<file path="src/rtl/regfile_wb_sched_pkg.sv">
// Shared constants for the register-file write-back scheduler.
package regfile_wb_sched_pkg;
   localparam int WB_NREQ  = 3;
   localparam int REG_AW   = 5;
   localparam int REG_NUM  = 32;
   localparam int REQ_ALU  = 0;
   localparam int REQ_LOAD = 1;
   localparam int REQ_CSR  = 2;
endpackage

</file>
<file path="src/rtl/regfile_wb_sched_arb.sv">
// Round-robin arbiter: first valid requester at or after ptr, wrapping modulo NREQ.
module rr_arbiter #(
   parameter int NREQ = 3,
   parameter int IW   = (NREQ > 1) ? $clog2(NREQ) : 1
) (
   input  logic [NREQ-1:0] valid,
   input  logic [IW-1:0]   ptr,
   output logic [NREQ-1:0] grant,
   output logic [IW-1:0]   grant_idx
);
   int idx;

   // Walk from the farthest slot back toward ptr so the nearest valid one is left standing.
   always_comb begin
      grant     = '0;
      grant_idx = '0;
      idx       = 0;
      for (int k = NREQ - 1; k >= 0; k--) begin
         idx = (int'(ptr) + k) % NREQ;
         if (valid[idx]) begin
            grant      = '0;
            grant[idx] = 1'b1;
            grant_idx  = IW'(idx);
         end
      end
   end
endmodule

</file>
<file path="src/rtl/regfile_wb_sched.sv">
// Write-back scheduler: arbitrates requesters onto the register-file write port and tracks pending destinations.
module regfile_wb_sched
   import regfile_wb_sched_pkg::*;
#(
   parameter int N    = 32,
   parameter int NREQ = WB_NREQ
) (
   input  logic                     clk,
   input  logic                     rst,
   input  logic [NREQ-1:0]          req_valid,
   output logic [NREQ-1:0]          req_ready,
   input  logic [REG_AW*NREQ-1:0]   req_addr,
   input  logic [N*NREQ-1:0]        req_data,
   input  logic                     alloc_valid,
   input  logic [REG_AW-1:0]        alloc_addr,
   input  logic [REG_AW-1:0]        rs1_addr,
   input  logic [REG_AW-1:0]        rs2_addr,
   output logic                     rs1_busy,
   output logic                     rs2_busy,
   output logic [5:0]               busy_cnt,
   output logic                     WE3,
   output logic [REG_AW-1:0]        A3,
   output logic [N-1:0]             WD3
);
   localparam int IW = (NREQ > 1) ? $clog2(NREQ) : 1;

   logic [IW-1:0]      rr_ptr, gidx, ptr_nxt;
   logic [NREQ-1:0]    vld, grant;
   logic [REG_NUM-1:0] busy, busy_nxt;
   logic [REG_AW-1:0]  g_addr;
   logic [N-1:0]       g_data;
   logic               gnt, set_en, clr_en, inc, dec;

   // Requests are masked during reset so nothing is acknowledged.
   assign vld = rst ? req_valid : '0;

   rr_arbiter #(.NREQ(NREQ), .IW(IW)) u_arb (
      .valid     (vld),
      .ptr       (rr_ptr),
      .grant     (grant),
      .grant_idx (gidx)
   );

   assign req_ready = grant;
   assign gnt       = |grant;

   always_comb begin
      g_addr = '0;
      g_data = '0;
      for (int i = 0; i < NREQ; i++) begin
         if (grant[i]) begin
            g_addr = g_addr | req_addr[i*REG_AW +: REG_AW];
            g_data = g_data | req_data[i*N +: N];
         end
      end
   end

   assign ptr_nxt = (gidx == IW'(NREQ - 1)) ? '0 : gidx + IW'(1);

   assign set_en = alloc_valid && (alloc_addr != '0);
   assign clr_en = gnt && (g_addr != '0);
   // Count moves only when a bit really flips; a same-address alloc keeps the bit set.
   assign inc    = set_en && !busy[alloc_addr];
   assign dec    = clr_en && busy[g_addr] && !(set_en && (alloc_addr == g_addr));

   always_comb begin
      busy_nxt = busy;
      if (clr_en) busy_nxt[g_addr] = 1'b0;
      if (set_en) busy_nxt[alloc_addr] = 1'b1;
   end

   assign rs1_busy = rst && (rs1_addr != '0) && busy[rs1_addr];
   assign rs2_busy = rst && (rs2_addr != '0) && busy[rs2_addr];

   always_ff @(posedge clk) begin
      if (!rst) begin
         busy     <= '0;
         busy_cnt <= '0;
         rr_ptr   <= '0;
         WE3      <= 1'b0;
         A3       <= '0;
         WD3      <= '0;
      end else begin
         busy     <= busy_nxt;
         busy_cnt <= busy_cnt + {5'd0, inc} - {5'd0, dec};
         WE3      <= clr_en;
         if (gnt) begin
            rr_ptr <= ptr_nxt;
            A3     <= g_addr;
            WD3    <= g_data;
         end
      end
   end
endmodule

</file>
<file path="config.mk">
export PLATFORM = sky130hd
export DESIGN_NAME = regfile_wb_sched
export DESIGN_NICKNAME = d
export VERILOG_FILES = /design/src/rtl/regfile_wb_sched_pkg.sv /design/src/rtl/regfile_wb_sched_arb.sv /design/src/rtl/regfile_wb_sched.sv
export SDC_FILE = /design/constraint.sdc
export NUM_CORES = 1
export LEC_CHECK = 0
export CORE_MARGIN = 10
export CORE_UTILIZATION = 30
export CTS_BUF_LIST = sky130_fd_sc_hd__clkbuf_4 sky130_fd_sc_hd__clkbuf_8 sky130_fd_sc_hd__clkbuf_16
export DETAILED_ROUTE_END_ITERATION = 8
export SYNTH_ARGS = -nofsm -noshare
export SYNTH_HDL_FRONTEND = slang
export SYNTH_SLANG_ARGS = --single-unit
</file>
<file path="constraint.sdc">
create_clock -name clk -period 5.46 [get_ports clk]
set_input_delay 1.092 -clock clk [delete_from_list [all_inputs] [get_ports clk]]
set_output_delay 1.092 -clock clk [all_outputs]
set_load 0.005 [all_outputs]
</file>
# Word-level counts from Yosys, hierarchy flattened
# Index checks and enable logic that the tools add are counted.
[totals]
register_bits = 78
inputBits = 132
output_inout_bits = 49
wordCells = 100
[op_classes]
n_addsub = 5
n_div = 3
magnitude_cmp = 12
eq_ne = 2
muxes = 43
n_bitwise = 7
reduce_logical = 22
[ops]
columns = ["op", "count"]
rows = [
  ["$mux W32", 5],
  ["$ge A32 B1 Y1 const B", 3],
  ["$lt A32 B4 Y1 const B", 3],
  ["$or A32 B32 Y32", 3],
  ["$mod A32 B3 Y32 const B", 2],
  ["$and A32 B32 Y32", 1],
  ["$mod A3 B3 Y32 const B", 1],
  ["$not A32 Y32", 1],
  ["$lt A5 B6 Y1 const B", 4],
  ["$bmux W1 S5", 4],
  ["$reduce_bool A5 Y1", 4],
  ["$logic_and A1 B1 Y1", 15],
  ["$mux W1", 15],
  ["$mux W5", 3],
  ["$mux W3", 4],
  ["$demux W1 S5", 2],
  ["$ge A5 B1 Y1 const B", 2],
  ["$or A5 B5 Y5", 2],
  ["$mux W2", 4],
  ["$add A6 B1 Y6", 1],
  ["$bmux W1 S2", 3],
  ["$demux W1 S2", 3],
  ["$sub A6 B1 Y6", 1],
  ["$eq A5 B5 Y1", 1],
  ["6 further kinds", 7],
]

# Depth between registers and ports, before layout
# Gate-level depths: netlist (run 1).
[depth]
depth_word = 23
depth_mapped = 23
depth_no_buf = 20

# Hierarchy
# From an unflattened synthesis (run 1), not the netlist that was laid out.
[hier_totals]
cells_unflattened = 548
hier_area_um2 = 4944.7
[by_module_without_submodules]
columns = ["module", "instances", "cells_each", "area_per_inst_um2", "seq_area_each_um2"]
rows = [
  ["regfile_wb_sched", 1, 506, 4657.0, 1561.5],
  ["rr_arbiter", 1, 42, 287.8, 0.0],
]

# Least setup slack after synthesis (run 1)
# OpenSTA, ideal clock, no wires.
[synth_timing]
kind = "input -> register"
start = "in rst"
end = "reg busy_cnt[4]"
setup_time_ns = 0.115
t_arrival_ns = 4.623
required_time_ns = 5.345
slack_ns = 0.722
path_stages = 19
path_buffers = 2
path_cell_list = "inv_1 clkbuf_1 a211oi_1 a221oi_2 mux2i_1 buf_2 a222oi_1 mux2_2 o22a_1 o211ai_1 a2111oi_2 ha_1 inv_1 ha_1 fa_1 a21o_1 a21oi_1 xnor2_1 and2_1"
[synth_between]
elab_chain_len = 17
elab_cells_between_ends = 29
classes_between = "1 x add/sub; 1 x eq/ne; 18 x mux; 2 x bitwise; 7 x reduce/logical"
[synth_lines]
columns = ["element", "line", "rtl"]
rows = [
  ["start, declared", "regfile_wb_sched.sv:9", "input logic rst,"],
  ["$mux W3", "regfile_wb_sched.sv:35", "assign vld = rst ? req_valid : '0;"],
  ["$bmux W1 S2", "regfile_wb_sched_arb.sv:20", "if (valid[idx]) begin"],
  ["$mux W1 (not written as such) (2 in a row)", "regfile_wb_sched_arb.sv:20", ""],
  ["$mux W3 (3 in a row)", "regfile_wb_sched_arb.sv:20", ""],
  ["$mux W5", "regfile_wb_sched.sv:51", "if (grant[i]) begin"],
  ["$or A5 B5 Y5", "regfile_wb_sched.sv:52", "g_addr = g_addr | req_addr[i*REG_AW +: REG_AW];"],
  ["$mux W5", "regfile_wb_sched.sv:51", ""],
  ["$or A5 B5 Y5", "regfile_wb_sched.sv:52", ""],
  ["$mux W5", "regfile_wb_sched.sv:51", ""],
  ["$bmux W1 S5, or another cell as far along", "regfile_wb_sched.sv:64", "assign dec = clr_en && busy[g_addr] && !(set_en && (alloc_addr == g_addr));"],
  ["$mux W1 (not written as such), or another cell as far along", "regfile_wb_sched.sv:64", ""],
  ["$logic_and A1 B1 Y1 or $logic_not A1 Y1 (tied branches)", "regfile_wb_sched.sv:64", ""],
  ["$logic_and A1 B1 Y1", "regfile_wb_sched.sv:64", ""],
  ["$sub A6 B1 Y6", "regfile_wb_sched.sv:85", "busy_cnt <= busy_cnt + {5'd0, inc} - {5'd0, dec};"],
  ["end signal, assigned", "regfile_wb_sched.sv:85", ""],
  ["end, declared", "regfile_wb_sched.sv:20", "output logic [5:0] busy_cnt,"],
]
# Parallel ways exist; a longest one is shown, timed or not. The select of a mux whose other input is x is not followed.
# A chain may end at the register's enable or synchronous reset.

# Final worst setup path (run 1)
# Same ends and word-level chain as after synthesis.

==> results.sh, run 1 <==
export IMPL_outcome="completed"
export IMPL_layout_min_cycle_time_ns=5.14
export IMPL_vias_per_cell=5.57
export IMPL_core_area_mm2=0.0160
export IMPL_cts_hold_buf=0
export IMPL_worst_slew_pin_slew_ns=0.816
export IMPL_cts_sinks=78
export IMPL_clock_latency_ns=0.34
export IMPL_area_growth_pct=50.9
export IMPL_drive_gt1_frac=0.124
export IMPL_drt_wl_total_um=20500
export IMPL_routabilityCongestion=0.955
export IMPL_stdcell_area_mm2=0.00742
export IMPL_grt_max_degree=36
export IMPL_syn_num_nets=715
export IMPL_endpoint_kind="flip-flop"
export IMPL_clock_power_share=0.166
export IMPL_rrSetupSlack_ns=0.60
export IMPL_dr_total_vias=5440
export IMPL_io_pins=181
export IMPL_drv_cap=0
export IMPL_grt_remaining_overflow=0
export IMPL_reg2reg_to="busy_cnt[4]"
export IMPL_synth_distinct_cells=57
export IMPL_postSynth_asyncResetShare=0
export IMPL_tritoncts="done"
export IMPL_maxSlewHeadroom=0.455
export IMPL_postCtsSetupBuffers=0
export IMPL_seqPwrFrac=0.228
export IMPL_num_rows=46
export IMPL_skew_ns=0.00583
export IMPL_h_tree_depth=3
export IMPL_track_usage=0.180
export IMPL_fillers=1563
export IMPL_place_area_mm2=0.00711
export IMPL_multi_input_area_mm2=0.00314
export IMPL_p_per_area_mw_per_mm2=472
export IMPL_fmax_mhz=194
export IMPL_pwr_share_comb=0.607
export IMPL_die_h_um=148
export IMPL_clock_root_buffer="clkbuf_16"
export IMPL_grt_pass1_vias=5666
export IMPL_start_kind="input pin"
export IMPL_period_share=0.942
export IMPL_clk_pin_slew_ns=0.06
export IMPL_holdWs_ns=0.457
export IMPL_drt_first_pass_iters=9
export IMPL_avgSynthCellArea_um2=8.60
export IMPL_wl_per_cell_um=21.0
export IMPL_start_util=0.307
export IMPL_antenna_found_initial=0
export IMPL_critPathLaunch="rst"
export IMPL_yosysTopAreaCellShare=0.317
export IMPL_num_antenna_cells=0
export IMPL_portBuffers=180
export IMPL_synth_edf_count=0
export IMPL_cts_resized=0
export IMPL_hold_viol_final=0
export IMPL_final_nets=898
export IMPL_ir_drop_mv=0.225
export IMPL_die_w_um=148
export IMPL_ant_nets=0
export IMPL_yosys_warnings=0
export IMPL_cp_arrival_ns=5.38
export IMPL_dp_hpwl_um=15700
export IMPL_slew_viol_final=0
export IMPL_die_area_mm2=0.0219
export IMPL_rsz0062_at_grt="no"
export IMPL_ys_flop_type="dfxtp_1"
export IMPL_synth_cells=572
export IMPL_timing_rr_start="rr_ptr[0]"
export IMPL_synth_seq_cells=78
export IMPL_cts_buffers=9
export IMPL_setup_violations=0
export IMPL_drt_iter0_markers=497
export IMPL_hp_class="reg -> reg"
export IMPL_max_clock_path_buffers=2
export IMPL_required_ns=5.69
export IMPL_yosys_area_top_type="dfxtp_1"
export IMPL_synth_area_mm2=0.00492
export IMPL_fin_total_pwr_w=0.00350
export IMPL_regArea_mm2=0.00156
export IMPL_route_detailed_drc=0
export IMPL_synthTopCellsByArea="dfxtp_1 32%, a222oi_1 7.5%, mux4_2 6.9%"
export IMPL_critPathMaxFanout=11
export IMPL_switching_share=0.401
export IMPL_grt_pass1_wl_um=31600
export IMPL_crit_type="in -> reg"
export IMPL_switchingPower_w=0.00140
export IMPL_leakage_nw=2.71
export IMPL_reg2reg_depth=22
export IMPL_yosysSeqAreaShare=0.317
export IMPL_p_int_w=0.00210
export IMPL_critPathCapture="busy_cnt[4]"
==> power by group through the flow <==
stage	clock (W)	combinational [W]	sequential, W
global placement	0	0.00208	0.000802
global route	0.000609	0.00234	0.000816
floorplan	0	0.00115	0.000806
finish	0.000580	0.00213	0.000797
detailed placement	0	0.00211	0.000807
CTS	0.000592	0.00212	0.000799
==> flip-flops by register name (all words and copies together), names as in the netlist <==
register  cells
busy_cnt      6
WE3           1
WD3          32
busy         32
rr_ptr        2
A3            5
==> synth_stat cells (all sizes together) (12+ instances only) <==
master and instances:
o21ai 43, a222oi 37, nor2 17, a21boi 36, dfxtp 78, mux2i 23
a21oi 50, clkbuf 29, buf 19, nand2 83, mux4 15, inv 12
mux2 12
==> critical path, cell delays in order <==
cell and delay, ns:
clkdlybuf4s50_1 0.49, and4b_1 0.26, and2_1 0.16, a221oi_2 0.25
mux2i_4 0.14, buf_4 0.17, a222oi_1 0.23, buf_4 0.20
buf_4 0.17, nand2b_1 0.15, o22a_1 0.15, o211ai_1 0.09
a2111oi_2 0.42, ha_1 0.20, inv_1 0.04, ha_1 0.20
fa_1 0.39, a21o_1 0.19, a21oi_1 0.16, xnor2_1 0.07
and2_1 0.15
==> logic make-up after synthesis <==
| family | after synthesis | share of synthesized area |
|---|---|---|
| AOI/OAI and AO/OA | 205 | 0.291 |
| DFF | 78 | 0.317 |
| buffers and inverters | 60 | 0.0509 |
| muxes | 50 | 0.143 |
| adders and majority gates | 11 | 0.0295 |
| xor gates and xnor gates | 8 | 0.0142 |
| and+or+nand+nor | 160 | 0.154 |
==> metrics by stage <==
stage	setup WS (ns)	setup TNS [ns]	std cells	utilization
finish	0.317	0	976	0.464
global route	0.00166	0	976	0.464
CTS	0.237	0	976	0.462
detailed placement	-0.0957	-0.184	960	0.444
global placement	0.0420	0	960	0.444
floorplan	0.722	0	572	-
==> placed cells by master, fill, tap and decap left out, types with 13 or more instances in the layout <==
cell and instances:
clkdlybuf4s50_1 177, nand2_1 82, dfxtp_1 78, a21oi_1 50, buf_4 40, a222oi_1 37, a21boi_0 32, o21ai_0 30
mux2i_1 21, nor2_1 17, mux4_2 15, o21ai_1 13
==> how the worst min path moves through the flow <==
stage	startpoint	end	slack [ns]	cells past startpoint
after global routing	WD3[5]	WD3[5]	0.48	2
after global placement	WD3[10]	WD3[10]	0.44	2
after floorplan	A3[4]	A3[4]	0.45	2
after CTS	WD3[2]	WD3[2]	0.46	2
final	WD3[2]	WD3[2]	0.46	2
after detailed placement	WD3[3]	WD3[3]	0.45	2
==> routing by layer <==
metal | global-route usage | wire [um] | vias up
met5 | 0 | 0 | -
met4 | 0.0624 | 398 | 0
met3 | 0.0824 | 2520 | 29
met2 | 0.293 | 9510 | 294
met1 | 0.204 | 8050 | 2584
li1 | - | - | 2533
==> layout make-up <==
class,instances,area share
multi-input combinational,434,0.424
sequential,78,0.210
inverter,12,0.00607
clock buffer,12,0.0351
tap,216,0.0364
timing repair buffer,220,0.284
clock inverter,4,0.00405
Note: power is estimated with default switching activity, not from simulation.
==> run 2, diff against run 1 <==
- PLACE_DENSITY: unset -> 0.69
- REMOVE_ABC_BUFFERS: unset -> 1
==> run 2 against run 1 <==
Compared with the run above:
- worst hold slack worse by 0.0018 ns
- setup slack got worse by 0.0055 ns
- die area stayed put
- via count fell by 2.3%
- sequential cell count stayed put
- combinational power is essentially flat
- sequential share of layout area is essentially flat
- total power shrank 0.70%
- cell count rose by 0.31%
- non-clock buffer count up 3
- sequential power is essentially flat
- first-iteration DRC count is 19% higher
- critical endpoint unchanged
- highest routed layer unchanged
==> results.sh, run 2 (same netlist as run 1, synthesis figures left out) <==
export IMPL_dr_total_vias=5316
export IMPL_start_kind="input pin"
export IMPL_p_int_w=0.00212
export IMPL_reg_top3="WD3 x32, busy x32, busy_cnt x6"
export IMPL_start_util=0.307
export IMPL_grt_remaining_overflow=0
export IMPL_pwr_share_comb=0.606
export IMPL_grt_max_degree=38
export IMPL_path_delay_family="compound AO/OA/AOI/OAI gates"
export IMPL_grt_pass1_wl_um=30300
export IMPL_outcome="completed"
export IMPL_fin_total_pwr_w=0.00348
export IMPL_slew_viol_final=0
export IMPL_rrSetupSlack_ns=0.70
export IMPL_dp_hpwl_um=15400
export IMPL_endpoint_kind="flip-flop"
export IMPL_setup_violations=0
export IMPL_path_common_cell="ha_1"
export IMPL_switchingPower_w=0.00135
export IMPL_core_area_mm2=0.0160
export IMPL_crit_type="in -> reg"
export IMPL_cts_sinks=78
export IMPL_clock_root_buffer="clkbuf_16"
export IMPL_drive_gt1_frac=0.126
export IMPL_cp_arrival_ns=5.38
export IMPL_maxSlewHeadroom=0.519
export IMPL_die_w_um=148
export IMPL_period_share=0.943
export IMPL_hp_class="reg -> reg"
export IMPL_max_clock_path_buffers=2
export IMPL_rsz0062_at_grt="no"
export IMPL_routabilityCongestion=0.934
export IMPL_drt_iter0_markers=590
export IMPL_critPathMaxFanout=7
export IMPL_layout_min_cycle_time_ns=5.15
export IMPL_drt_first_pass_iters=6
export IMPL_ant_nets=0
export IMPL_fmax_mhz=194
export IMPL_route_detailed_drc=0
export IMPL_cts_buffers=9
export IMPL_seqPwrFrac=0.230
export IMPL_cp_slowest_cell="clkdlybuf4s50_1"
export IMPL_tritoncts="done"
export IMPL_num_rows=46
export IMPL_ir_drop_mv=0.220
export IMPL_leakage_nw=2.71
export IMPL_final_nets=901
export IMPL_final_cell_mix="178 x clkdlybuf4s50_1, 83 x nand2_1, 78 x dfxtp_1"
export IMPL_num_antenna_cells=0
export IMPL_drv_cap=0
export IMPL_portBuffers=180
export IMPL_track_usage=0.176
export IMPL_mostFrequentLayoutCell="clkdlybuf4s50_1"
export IMPL_clk_pin_slew_ns=0.06
export IMPL_p_per_area_mw_per_mm2=468
export IMPL_worst_slew_pin_slew_ns=0.719
export IMPL_die_area_mm2=0.0219
export IMPL_hold_viol_final=0
export IMPL_h_tree_depth=3
export IMPL_pre_cts_slack_ns=-0.101
export IMPL_slowest_delay_ns=0.58
export IMPL_skew_ns=0.00190
export IMPL_clock_latency_ns=0.34
export IMPL_die_h_um=148
export IMPL_area_growth_pct=51.1
export IMPL_wl_per_cell_um=20.0
export IMPL_grt_pass1_vias=5377
export IMPL_cts_hold_buf=0
export IMPL_switching_share=0.389
export IMPL_io_pins=181
export IMPL_setup_slack_ns=0.311
export IMPL_required_ns=5.70
export IMPL_clock_power_share=0.164
export IMPL_drt_wl_total_um=19600
export IMPL_antenna_found_initial=0
export IMPL_cp_buffers_inverters=3
export IMPL_vias_per_cell=5.43
export IMPL_path_cells="clkdlybuf4s50_1 > mux2i_1 > mux2i_2 > nand2_1 > mux2i_4 > a222oi_1 > buf_4 > or3b_1 > a211o_1 > o2111ai_1 > a2111oi_2 > ha_1 > inv_1 > ha_1 > fa_1 > a21o_1 > a21oi_1 > xnor2_1 > and2_1"
[run 2: cell types whose count changed in the layout (fill, tap and decap cells not counted), sizes merged]
| cell | before | now |
|---|---|---|
| inv | 13 | 12 |
| clkdlybuf4s50 | 177 | 178 |
| buf | 40 | 44 |
| clkinvlp | 1 | 0 |
| clkinv | 2 | 4 |
| dlymetal6s2s | 3 | 1 |
[run 2: repair_timing]
| item | CTS | global route |
|---|---|---|
| buffers inserted | 0 | 0 |
| setup endpoints to repair | 0 | 2 |
| gates resized for setup | 0 | 2 |
| hold endpoints to repair | 0 | 0 |
[run 2: layout make-up]
cell class | count | area [um2]
tap | 216 | 270
timing repair buffer | 223 | 2120
fill | 1583 | 8570
inverter | 12 | 45.0
sequential | 78 | 1560
clock inverter | 4 | 20.0
multi-input combinational | 434 | 3150
clock buffer | 12 | 267
[run 2: path summary, 6_finish.rpt]
path / startpoint / endpoint / cells past startpoint
max: req_valid[1] / busy_cnt[4] / 19
min: WD3[3] / WD3[3] / 2
max reg2reg: rr_ptr[0] / busy_cnt[4] / 20
min reg2reg: WD3[3] / WD3[3] / 2
[run 2: layer usage]
| layer | wire (um) | GRT usage |
|---|---|---|
| met1 | 7810 | 0.196 |
| met2 | 9210 | 0.291 |
| met4 | 415 | 0.0535 |
| met3 | 2160 | 0.0818 |
| met5 | 0 | 0 |
[run 2: tightest hold or removal path, stage by stage, from the launching register on]
cell     delay, ns
dfxtp_1       0.31
nand2_1       0.05
a21oi_1       0.05
[run 2: metrics by stage]
step / TNS [ns] / instances / hold slack, ns / util / area [um2]
2_1_floorplan: -6.85 / 524 / 0.453 / - / 4710
3_3_place_gp: 0 / 963 / 0.441 / 0.446 / 7140
3_5_place_dp: -0.140 / 963 / 0.449 / 0.446 / 7140
4_1_cts: 0 / 979 / 0.455 / 0.464 / 7420
5_1_grt: 0 / 979 / 0.474 / 0.464 / 7430
6_report: 0 / 979 / 0.455 / 0.464 / 7430
[run 2: power groups by stage]
stage               logic, W  registers (W)  clock network (W)
global route         0.00232       0.000819           0.000614
detailed placement   0.00211       0.000812                  0
floorplan            0.00107       0.000806                  0
finish               0.00211       0.000799           0.000572
global placement     0.00211       0.000807                  0
CTS                  0.00212       0.000802           0.000595
==> run 3, diff against run 2 <==
- ABC_AREA: unset -> 1
- CTS_BUF_LIST: sky130_fd_sc_hd__clkbuf_4 sky130_fd_sc_hd__clkbuf_8 sky130_fd_sc_hd__clkbuf_16 -> sky130_fd_sc_hd__clkbuf_8
- PLACE_DENSITY: 0.69 -> 0.68
==> run 3 against run 2 <==
Compared with the run above:
- clock skew up 0.015 ns
- wire length rose by 8.4%
- final area decreased by 0.17%
- sequential share of layout area is essentially flat
- combinational power is 26% higher
- global-route usage is essentially flat
- clock-buffer cell count decreased by 3
- setup slack better by 0.47 ns
- largest cell class unchanged
- largest power group unchanged
- highest routed layer unchanged
==> results.sh, run 3 <==
export IMPL_clock_power_share=0.112
export IMPL_layout_min_cycle_time_ns=4.68
export IMPL_min_path_cells=2
export IMPL_timing_rr_start="rr_ptr[0]"
export IMPL_synthAdderAreaFrac=0.0277
export IMPL_slowest_delay_ns=0.51
export IMPL_synth_top_cells_by_count="188 x nand2_1, 85 x o21ai_0, 83 x inv_1"
export IMPL_tritoncts="done"
export IMPL_start_kind="input pin"
export IMPL_ir_drop_mv=0.430
export IMPL_drt_wl_total_um=21200
export IMPL_hold_start="A3[0]"
export IMPL_p_int_w=0.00195
export IMPL_pwr_share_comb=0.684
export IMPL_setup_tns_final_ns=0
export IMPL_synth_compound_area_share=0.301
export IMPL_outcome="completed"
export IMPL_clock_root_buffer="clkbuf_8"
export IMPL_crit_type="in -> reg"
export IMPL_clk_pin_slew_ns=0.08
export IMPL_synth_area_mm2=0.00523
export IMPL_postCtsSetupBuffers=0
export IMPL_leakage_nw=2.96
export IMPL_rsz0062_at_grt="no"
export IMPL_place_area_mm2=0.00723
export IMPL_p_per_area_mw_per_mm2=524
export IMPL_maxSlewHeadroom=0.433
export IMPL_synth_xor_area_frac=0.00167
export IMPL_drt_first_pass_iters=5
export IMPL_grt_pass1_wl_um=33400
export IMPL_dp_cells=1196
export IMPL_drt_iter0_markers=429
export IMPL_critPathMaxFanout=25
export IMPL_final_cell_mix="188 x nand2_1, 179 x clkdlybuf4s50_1, 85 x o21ai_0"
export IMPL_reg2reg_depth=27
export IMPL_h_tree_depth=3
export IMPL_yosysSeqAreaShare=0.298
export IMPL_die_area_mm2=0.0231
export IMPL_area_growth_pct=41.8
export IMPL_avgSynthCellArea_um2=6.40
export IMPL_worst_slew_pin_slew_ns=0.849
export IMPL_path_delay_family="simple AND/OR/NAND/NOR gates"
export IMPL_synth_cells=817
export IMPL_hp_class="reg -> reg"
export IMPL_grt_pass1_vias=6250
export IMPL_clock_latency_ns=0.38
export IMPL_required_ns=5.77
export IMPL_yosysTopAreaCellShare=0.298
export IMPL_route_detailed_drc=0
export IMPL_synth_edf_count=0
export IMPL_max_clock_path_buffers=2
export IMPL_portBuffers=180
export IMPL_reg_top3="WD3 x32, busy x32, busy_cnt x6"
export IMPL_dp_hpwl_um=16400
export IMPL_slew_viol_final=0
export IMPL_period_share=0.856
export IMPL_switchingPower_w=0.00194
export IMPL_synthTopCellsByArea="dfxtp_1 30%, nand2_1 13%, o21ai_0 8.1%"
export IMPL_cp_slowest_cell="clkdlybuf4s50_1"
export IMPL_synth_top_family_by_area="compound AO/OA/AOI/OAI gates"
export IMPL_cp_arrival_ns=4.99
export IMPL_reg2reg_to="busy_cnt[4]"
export IMPL_synth_simple_area_share=0.268
export IMPL_ys_flop_type="dfxtp_1"
export IMPL_cp_num_cells=25
export IMPL_io_pins=181
export IMPL_grt_max_degree=46
export IMPL_start_util=0.305
export IMPL_rrSetupSlack_ns=1.11
export IMPL_die_w_um=152
export IMPL_ant_nets=0
export IMPL_antenna_found_initial=0
export IMPL_grt_remaining_overflow=0
export IMPL_path_common_cell="nor2_1"
export IMPL_synth_seq_cells=78
export IMPL_dr_total_vias=6388
export IMPL_yosys_cell_count_top_type="nand2_1"
export IMPL_yosys_area_top_type="dfxtp_1"
export IMPL_setup_violations=0
export IMPL_cp_buffers_inverters=4
export IMPL_hold_viol_final=0
export IMPL_drv_cap=0
export IMPL_synth_distinct_cells=39
export IMPL_cts_buffers=9
export IMPL_drive_gt1_frac=0.0527
export IMPL_postSynth_asyncResetShare=0
export IMPL_die_h_um=152
export IMPL_num_rows=48
export IMPL_num_antenna_cells=0
export IMPL_final_nets=1125
export IMPL_instances_no_fill=1212
export IMPL_core_area_mm2=0.0172
export IMPL_vias_per_cell=5.27
export IMPL_track_usage=0.176
export IMPL_stdcell_area_mm2=0.00742
export IMPL_switching_share=0.499
export IMPL_cts_hold_buf=0
export IMPL_cts_sinks=78
export IMPL_yosys_warnings=0
export IMPL_endpoint_kind="flip-flop"
export IMPL_routabilityCongestion=0.970
export IMPL_synthMuxAreaShare=0
export IMPL_mostFrequentLayoutCell="nand2_1"
export IMPL_holdPathEnd="A3[0]"
export IMPL_skew_ns=0.0172
export IMPL_wl_per_cell_um=17.5
export IMPL_cts_resized=0
export IMPL_fmax_mhz=214
export IMPL_seqPwrFrac=0.204
-- run 3: cell count changes after synthesis, moves of 23 or more --
cell and delta:
a21boi_0 -32, a21oi_1 +23, a221oi_1 +38, a222oi_1 -37, inv_1 +71, mux2i_1 -23, nand2_1 +105, nand3_1 +34
nor2_1 +55, o21ai_0 +55
-- run 3: power groups by stage --
stage | clock network, W | logic, W | registers [W]
after detailed placement | 0 | 0.00266 | 0.000806
after global routing | 0.000468 | 0.00300 | 0.000811
after CTS | 0.000451 | 0.00268 | 0.000795
after floorplan | 0 | 0.00165 | 0.000807
after global placement | 0 | 0.00266 | 0.000803
final | 0.000436 | 0.00266 | 0.000792
-- run 3: worst max path at each step --
stage | from | to | slack, ns
2_1_floorplan | req_valid[2] | busy_cnt[4] | 1.43
4_1_cts | req_valid[2] | busy_cnt[4] | 0.79
6_report | req_valid[2] | busy_cnt[4] | 0.78
3_5_place_dp | req_valid[2] | busy_cnt[4] | 0.40
5_1_grt | req_valid[2] | busy_cnt[5] | 0.28
3_3_place_gp | req_valid[2] | busy_cnt[4] | 0.53
-- run 3: stage by stage --
stage | utilization | worst slack [ns] | hold WS (ns) | power (W)
global placement | 0.421 | 0.533 | 0.455 | 0.00346
global route | 0.432 | 0.283 | 0.495 | 0.00427
detailed placement | 0.421 | 0.400 | 0.464 | 0.00347
finish | 0.432 | 0.784 | 0.465 | 0.00389
floorplan | - | 1.43 | 0.448 | 0.00245
CTS | 0.432 | 0.791 | 0.473 | 0.00392
-- run 3: logic make-up (layout without fill, tap and decap cells) --
| family | Yosys count | in the layout |
|---|---|---|
| AOI/OAI and AO/OA | 265 | 265 |
| xor gates and xnor gates | 1 | 1 |
| adders and majority gates | 11 | 11 |
| buffers and inverters | 133 | 303 |
| DFF | 78 | 78 |
| and+or+nand+nor | 329 | 329 |
-- run 3: area by class of cell --
class,count,area [um2]
fill,1847,9760
multi-input combinational,606,3130
timing repair buffer,195,1910
sequential,78,1560
inverter,92,345
tap,225,282
clock buffer,9,124
clock inverter,7,65.1
-- run 3: worst min-delay path, stage by stage, from the launching register on --
cell and delay [ns]:
dfxtp_1 0.31, nand2_1 0.06, a21oi_1 0.05
-- run 3: metal layers --
metal | up-vias | wire, um | share of wire | GRT usage
met2 | 322 | 9740 | 0.46 | 0.283
met3 | 39 | 2470 | 0.12 | 0.0771
li1 | 3136 | - | - | -
met4 | 0 | 558 | 0.026 | 0.0752
met5 | - | 0 | 0 | 0
met1 | 2891 | 8480 | 0.40 | 0.199
